### config.mk
export PLATFORM = sky130hd
export DESIGN_NAME = draw_cursor
export DESIGN_NICKNAME = d
export VERILOG_FILES = /design/src/rtl/draw_cursor.sv
export SDC_FILE = /design/constraint.sdc
export NUM_CORES = 1
export LEC_CHECK = 0
export BUFFER_PORTS_ARGS = -buffer_cell sky130_fd_sc_hd__buf_2
export CORE_UTILIZATION = 40
export DETAILED_ROUTE_END_ITERATION = 8
export PLACE_DENSITY = 0.68
export SYNTH_ARGS = -nofsm -noshare
export SYNTH_HDL_FRONTEND = slang
export SYNTH_SLANG_ARGS = --single-unit
### constraint.sdc
create_clock -name clk -period 3.9 [get_ports clk]
set_clock_uncertainty 0.2 [all_clocks]
set_input_delay 0.195 -clock clk [delete_from_list [all_inputs] [get_ports clk]]
set_output_delay 0.195 -clock clk [all_outputs]
set_load 0.01 [all_outputs]
### src/rtl/draw_cursor.sv
// Plus-shaped cursor overlay: restores the pixels under the previous cursor, saves the
// pixels under the new position, then draws the cursor colour, one slot per cycle.
module draw_cursor #(
    parameter int W_BITS = 6
) (
    input  logic                  clk,
    input  logic                  rst,
    input  logic                  start,
    input  logic [7:0]            in_x,
    input  logic [7:0]            in_y,
    input  logic [7:0]            cursor_color,
    input  logic                  paint,
    input  logic [7:0]            px_data,
    input  logic [7:0]            mem_rdata,
    output logic [2*W_BITS-1:0]   mem_addr,
    output logic [7:0]            mem_wdata,
    output logic                  mem_we,
    output logic                  mem_re,
    output logic                  busy,
    output logic                  done
);
    typedef enum logic [2:0] {IDLE, RESTORE, READ, READ_LAST, DRAW, DONE} state_e;

    localparam logic signed [8:0] MAX_C = 9'((1 << W_BITS) - 1);

    state_e      state_q, state_d;
    logic [2:0]  slot_q, slot_d;
    logic        saved_valid_q;
    logic [7:0]  old_x_q, old_y_q, new_x_q, new_y_q, color_q;
    logic [7:0]  saved_q [5];

    logic              latch, commit, last_slot, clip;
    logic [7:0]        base_x, base_y;
    logic signed [8:0] sx, sy;

    assign last_slot = (slot_q == 3'd4);

    // RESTORE walks the old cursor; READ and DRAW walk the new one.
    always_comb begin
        base_x = (state_q == RESTORE) ? old_x_q : new_x_q;
        base_y = (state_q == RESTORE) ? old_y_q : new_y_q;
        sx = $signed({1'b0, base_x});
        sy = $signed({1'b0, base_y});
        case (slot_q)
            3'd1:    sx = sx - 9'sd1;
            3'd2:    sx = sx + 9'sd1;
            3'd3:    sy = sy - 9'sd1;
            3'd4:    sy = sy + 9'sd1;
            default: ;
        endcase
        clip = (sx < 9'sd0) || (sx > MAX_C) || (sy < 9'sd0) || (sy > MAX_C);
    end

    always_comb begin
        state_d   = state_q;
        slot_d    = slot_q;
        mem_we    = 1'b0;
        mem_re    = 1'b0;
        mem_wdata = 8'h00;
        mem_addr  = '0;
        latch     = 1'b0;
        commit    = 1'b0;
        busy      = (state_q != IDLE);
        done      = (state_q == DONE);
        case (state_q)
            IDLE: begin
                if (start) begin
                    latch   = 1'b1;
                    slot_d  = 3'd0;
                    state_d = saved_valid_q ? RESTORE : READ;
                end
            end
            RESTORE: begin
                mem_we    = !clip;
                mem_wdata = saved_q[slot_q];
                slot_d    = last_slot ? 3'd0 : slot_q + 3'd1;
                if (last_slot) state_d = READ;
            end
            READ: begin
                mem_re = !clip;
                slot_d = last_slot ? 3'd0 : slot_q + 3'd1;
                if (last_slot) state_d = READ_LAST;
            end
            READ_LAST: state_d = DRAW;
            DRAW: begin
                mem_we    = !clip;
                mem_wdata = color_q;
                slot_d    = last_slot ? 3'd0 : slot_q + 3'd1;
                if (last_slot) begin
                    commit  = 1'b1;
                    state_d = DONE;
                end
            end
            DONE: if (!start) state_d = IDLE;
            default: state_d = IDLE;
        endcase
        if (mem_we || mem_re) mem_addr = {sy[W_BITS-1:0], sx[W_BITS-1:0]};
        if (!mem_we) mem_wdata = 8'h00;
    end

    always_ff @(posedge clk) begin
        if (rst) begin
            state_q       <= IDLE;
            slot_q        <= 3'd0;
            saved_valid_q <= 1'b0;
            old_x_q       <= 8'h00;
            old_y_q       <= 8'h00;
            new_x_q       <= 8'h00;
            new_y_q       <= 8'h00;
            color_q       <= 8'h00;
            for (int i = 0; i < 5; i++) saved_q[i] <= 8'h00;
        end else begin
            state_q <= state_d;
            slot_q  <= slot_d;
            if (latch) begin
                new_x_q <= in_x;
                new_y_q <= in_y;
                color_q <= cursor_color;
            end
            // A paint commit replaces the saved centre so the next restore keeps it.
            if (state_q == IDLE && paint && saved_valid_q) saved_q[0] <= px_data;
            if (state_q == READ && slot_q != 3'd0) saved_q[3'(slot_q - 3'd1)] <= mem_rdata;
            if (state_q == READ_LAST) saved_q[4] <= mem_rdata;
            if (commit) begin
                old_x_q       <= new_x_q;
                old_y_q       <= new_y_q;
                saved_valid_q <= 1'b1;
            end
        end
    end
endmodule

After elaboration in Yosys (flattened, before gate mapping)
Memories as Yosys holds them, arrays and structs flattened. A register that Yosys moved wholly into a read port is not among the register bits.
Index checks and enable logic that the tools add are counted.
Widths: inputs -> output; s select.
Cells by class
  $add $sub $neg: 6
  order comparisons: 4
  equal/unequal tests: 14
  muxes and demuxes: 41
  bitwise operators: 2
  reduce and logical (&&, ||, !) cells: 17
Operator list (number)
  $mux 8: 6
  $pmux 9 s2: 2
  $mux 3: 10
  $add 8x1->9 const B: 2
  $gt 9x7->1 const B: 2
  $lt 9x1->1 const B: 2
  $mux 1: 18
  $pmux 3 s6: 1
  $sub 8x1->9 const B: 2
  $pmux 8 s2: 1
  $eq 3x2->1 const B: 4
  $mux 12: 1
  $ne 2x2->1 const B: 5
  $eq 3x3->1 const B: 3
  $reduce_or 8->1: 1
  $eq 3x1->1 const B: 2
  $pmux 3 s2: 1
  $reduce_bool 3->1: 2
  $reduce_and 5->1: 1
  $logic_or 1x1->1: 4
  $add 3x1->3 const B: 1
  $logic_and 1x1->1: 3
  $logic_not 3->1: 1
  $reduce_or 3->1: 1
  other kinds (7): 8
Storage, ports and cells
  bits in registers: 47
  memory bits (writable): 40
  bits of input ports: 44
  output and inout port bits: 24
  logic and storage cells: 93
  memories kept: 1
Memory list
  saved_q: depth 5, bits a word 8, rd ports 1, clocked after Yosys merged registers in 1, wr ports 5, RTL line 30  | logic [7:0] saved_q [5];

Longest topological paths before layout
  depth after elaboration: 12
  gate-level depth with buffers: 14
  mapped depth without buffers: 11

Worst setup path before layout
Ideal clock, no wire load.
  path type: register to output
  from: register state_q[2]
  to: output port mem_addr[6]
  arrival time: 3548 ps
  data required time: 3505 ps
  setup slack: -43 ps
  stages on the path, launching flop included: 14
  path buffers: 4
  path through: dfxtp_1 > clkbuf_1 > nor3b_2 > buf_2 > buf_2 > mux2_2 > ha_1 > a21o_1 > a221oi_4 > nor3_2 > a2111oi_4 > nand4_2 > buf_6 > nor4b_2
Between the ends
  longest elaborated chain between the ends: 12
  elaborated cells on any way between the ends: 24
  those cells by class: 4 x add/sub; 4 x order compare; 3 x eq/ne; 7 x mux; 6 x reduce/logical
RTL lines
  start: declaration: RTL line 26  | state_e state_q, state_d;
  start signal: assignment: RTL line 113  | state_q <= state_d;
  $eq 3x1->1: RTL line 40, 41, 65
  $mux 8: RTL line 40  | base_x = (state_q == RESTORE) ? old_x_q : new_x_q;
  $add 8x1->9 or $sub 8x1->9 (tied branches): RTL line 46, 45
  $pmux 9 s2: RTL line 44  | case (slot_q)
  $lt 9x1->1 or $gt 9x7->1 (tied branches): RTL line 51  | clip = (sx < 9'sd0) || (sx > MAX_C) || (sy < 9'sd0) || (sy > MAX_C);
  $logic_or 1x1->1 (3 in series): RTL line 51
  $logic_not 1->1: RTL line 74, 80, 86
  $mux 1 (on tied branches)
  $logic_or 1x1->1: RTL line 97  | if (mem_we || mem_re) mem_addr = {sy[W_BITS-1:0], sx[W_BITS-1:0]};
  $mux 12 *: RTL line 97
  end: declaration: RTL line 15  | output logic [2*W_BITS-1:0] mem_addr,
Every way passes the cells marked *; elsewhere a longest branch is shown, timed or not.

Worst setup path after layout
  from: register state_q[1]
  to: output port mem_addr[2]
Same word-level chain as after synthesis.

==> run_results.csv <==
group,metric,value,unit
drt,wl,16100,um
cells_and_area,num_antenna_cells,0,
sta,finalWorstSetupSlack,-0.231,ns
worst_setup_path,endpoint_kind,"output pin",
power,leakagePower,3.37,nW
cells_and_area,stdcell_count,941,
global_route,top_usage_layer,"met2",
cells_and_area,fillerInstances,1300,
sta,slew_headroom,0.197,
global_route,globalRouteMet1Util,0.254,
sta,setup_viol,22,
drt,wire_per_inst,17.1,um
global_route,overflow,0,
worst_setup_path,ff2ff_path_depth,7,
global_route,grt_util_met2,0.355,
synthesis,ys_ff_latch,114,
sta,period_needed,4.13,ns
power,power.net_switching,1.71,mW
place,dp_hpwl,10700,um
power,power_frac_seq,0.279,
floorplanning,core,0.0153,mm^2
clock_network,numClockSinks,114,
cells_and_area,seqCellArea,0.00293,mm^2
place,dp.cells,870,
hold_path,hold_class,"input port to flip-flop",
hold_path,whs_path_depth,5,
cells_and_area,final_cell_mix,"nor2_1, buf_2, edfxtp_1",
place,dpl-instance-area,0.00702,mm^2
worst_setup_path,crit_fanout,12,
sta,min_period_over_period,1.06,
floorplanning,rows,45,
sta,tightestPinTransition,1.20,ns
cells_and_area,layout.nets,782,
flow_run,max_cap_viol_count,0,
place,io_buffers,67,
synthesis,synth_ff_type,"edfxtp_1",
synthesis,ys_async_sr_fraction,0,
synthesis,yosys_warnings,0,
global_route,grt_first_pass_wirelength,25900,um
synthesis,synth.avg_cell_area,10.6,um^2
sta,hold_violations,0,
status,status,"finished with violations",
synthesis,synth_top_area_cell,"edfxtp_1",
cells_and_area,final_common_cell,"nor2_1",
global_route,use_met3,0.0509,
clock_network,htree_levels,4,
drt,viasPerCell,5.31,
cells_and_area,areaGrowthSynthToFinish,33.6,%
floorplanning,fp.dieArea,0.0163,mm^2
floorplanning,io_pins,68,
power,p_comb_frac,0.400,
synthesis,synth.area.top_cells,"edfxtp_1, dfxtp_1, mux4_2, mux2i_1, nor2_1",
sta,max_freq,242,MHz
synthesis,ys_seq_area_frac,0.462,
place,gp_congestion,0.929,
synthesis,synth_cells,595,
clock_network,cts_tree,"done",
synthesis,netlist_area,0.00633,mm^2
worst_setup_path,path_class,"flip-flop to output pin",
power,netSwitchingFraction,0.338,
floorplanning,die_w,128,um
power,cell_internal_pwr,3.35,mW
worst_setup_path,crit_path_start_kind,"flip-flop",
global_route,grt_antenna_before_repair,0,
global_route,track_usage,0.207,
floorplanning,initial_core_util,0.413,
clock_network,cts_made_buffers,17,
cells_and_area,multiInputGateArea,0.00349,mm^2
drt,vias,4999,
drt,drtIter0Drc,356,
sta,grt_setup_unrepaired,"yes",
clock_network,clockBufferDepth,2,
power,power_density,598,mW/mm^2
worst_setup_path,crit_arrival,3.74,ns
status,violations,"setup timing",
synthesis,synth_nets,660,
drt,drt.antenna.violating_nets,0,
power,power.share.clock,0.321,
sta,slew_violations,0,
floorplanning,die_h,128,um
global_route,grt_pass1_vias,4976,
clock_network,path_clk_slew,0.05,ns
synthesis,ys_types,61,
drt,firstDrtPassIters,6,
cells_and_area,drive_gt1_frac,0.345,
worst_setup_path,required,3.50,ns
synthesis,synth_top_area_frac,0.304,
cells_and_area,design_area,0.00846,mm^2
clock_network,clock_latency,0.42,ns
synthesis,synth_edf_count,64,
global_route,grt_max_degree,54,
drt,drc,0,
power,ir_drop,401,uV
clock_network,cts-root-buf,"clkbuf_16",
final timing paths:
path | startpoint | to | slack [ns]
setup reg to reg | slot_q[0]$_SDFFE_PP0P_ | saved_q[1][6]$_SDFFCE_PN0P_ | 0.93
setup / recovery | state_q[1]$_SDFFE_PP0P_ | mem_addr[2] | -0.23
hold reg to reg | color_q[2]$_SDFFE_PP0P_ | color_q[2]$_SDFFE_PP0P_ | 0.26
hold / removal | start | state_q[2]$_SDFFE_PP0P_ | 0.04
cells in the mapped netlist, types with 16 or more instances:
| cell type | number |
|---|---|
| a21oi_1 | 44 |
| clkbuf_1 | 23 |
| dfxtp_1 | 50 |
| edfxtp_1 | 64 |
| ha_1 | 19 |
| inv_1 | 21 |
| mux2_2 | 24 |
| mux2i_1 | 35 |
| mux4_2 | 16 |
| nand2_1 | 58 |
| nor2_1 | 84 |
| nor4_2 | 17 |
layout make-up:
type / count / share of cell area
repair buffers: 145 / 0.126
flip-flops and latches: 114 / 0.346
inverters: 22 / 0.0101
clock buffers: 24 / 0.0595
clock inverters: 8 / 0.0146
well taps: 211 / 0.0312
multi-input cells: 417 / 0.413
kinds of logic (layout without fill, tap and decap cells):
| kind of cell | count (synthesis) | count (layout) | share of synthesized area |
|---|---|---|---|
| AO/OA/AOI/OAI | 93 | 93 | 0.100 |
| XOR/XNOR | 9 | 9 | 0.0125 |
| adder cells (fa/ha/maj) | 21 | 21 | 0.0439 |
| buffers and inverters | 64 | 199 | 0.0441 |
| flip-flops | 114 | 114 | 0.462 |
| multiplexers | 75 | 75 | 0.155 |
| AND/OR/NAND/NOR | 219 | 219 | 0.183 |
state kept, by name (all words and copies together), names as in the netlist, named ones only:
register / flops
saved_valid_q: 1
new_x_q: 8
old_y_q: 8
new_y_q: 8
old_x_q: 8
color_q: 8
saved_q: 64
state_q: 3
slot_q: 3
worst max-delay path, stage by stage (launching register included):
cell and delay, ns:
dfxtp_2 0.33, nor3b_4 0.23, buf_6 0.15, buf_6 0.09, mux2_4 0.30, fa_2 0.36
a21o_1 0.24, a221oi_4 0.28, buf_4 0.17, buf_6 0.09, xnor2_2 0.06, mux2i_1 0.22
nand2_2 0.16, buf_12 0.20, nor4_4 0.26, buf_2 0.17
power by group through the flow:
stage	clock network, mW	logic (mW)	registers, mW
floorplan	0	1.14	1.41
global placement	0	1.48	1.42
detailed placement	0	1.52	1.43
CTS	1.64	1.94	1.41
global route	1.70	2.17	1.42
finish	1.62	2.02	1.41
routing by layer:
layer | routed length (um) | part of all wire
met1 | 6820 | 0.42
met4 | 259 | 0.016
met2 | 8270 | 0.51
met3 | 745 | 0.046
met5 | 0 | 0
through the flow:
step	setup TNS [ns]	setup WS (ns)	power, mW	utilization	hold WS, ns
after floorplan	0	0.0131	2.55	-	0.131
after global placement	0	0.264	2.90	0.459	0.237
after detailed placement	0	0.117	2.94	0.459	0.240
after CTS	-1.31	-0.0951	4.99	0.544	0.0211
after global routing	-7.70	-0.398	5.29	0.552	0.0555
final	-4.38	-0.231	5.05	0.552	0.0376
timing repair:
action                                  4_1_cts  5_1_grt
hold buffers                                 24        0
buffers inserted                             13        4
gates cloned                                  1        0
endpoints found under the setup margin       22       22
pin swaps                                    13       14
hold endpoints to repair                     24        0
resized for setup                            57       29
Power figures use the tool's default switching activity.
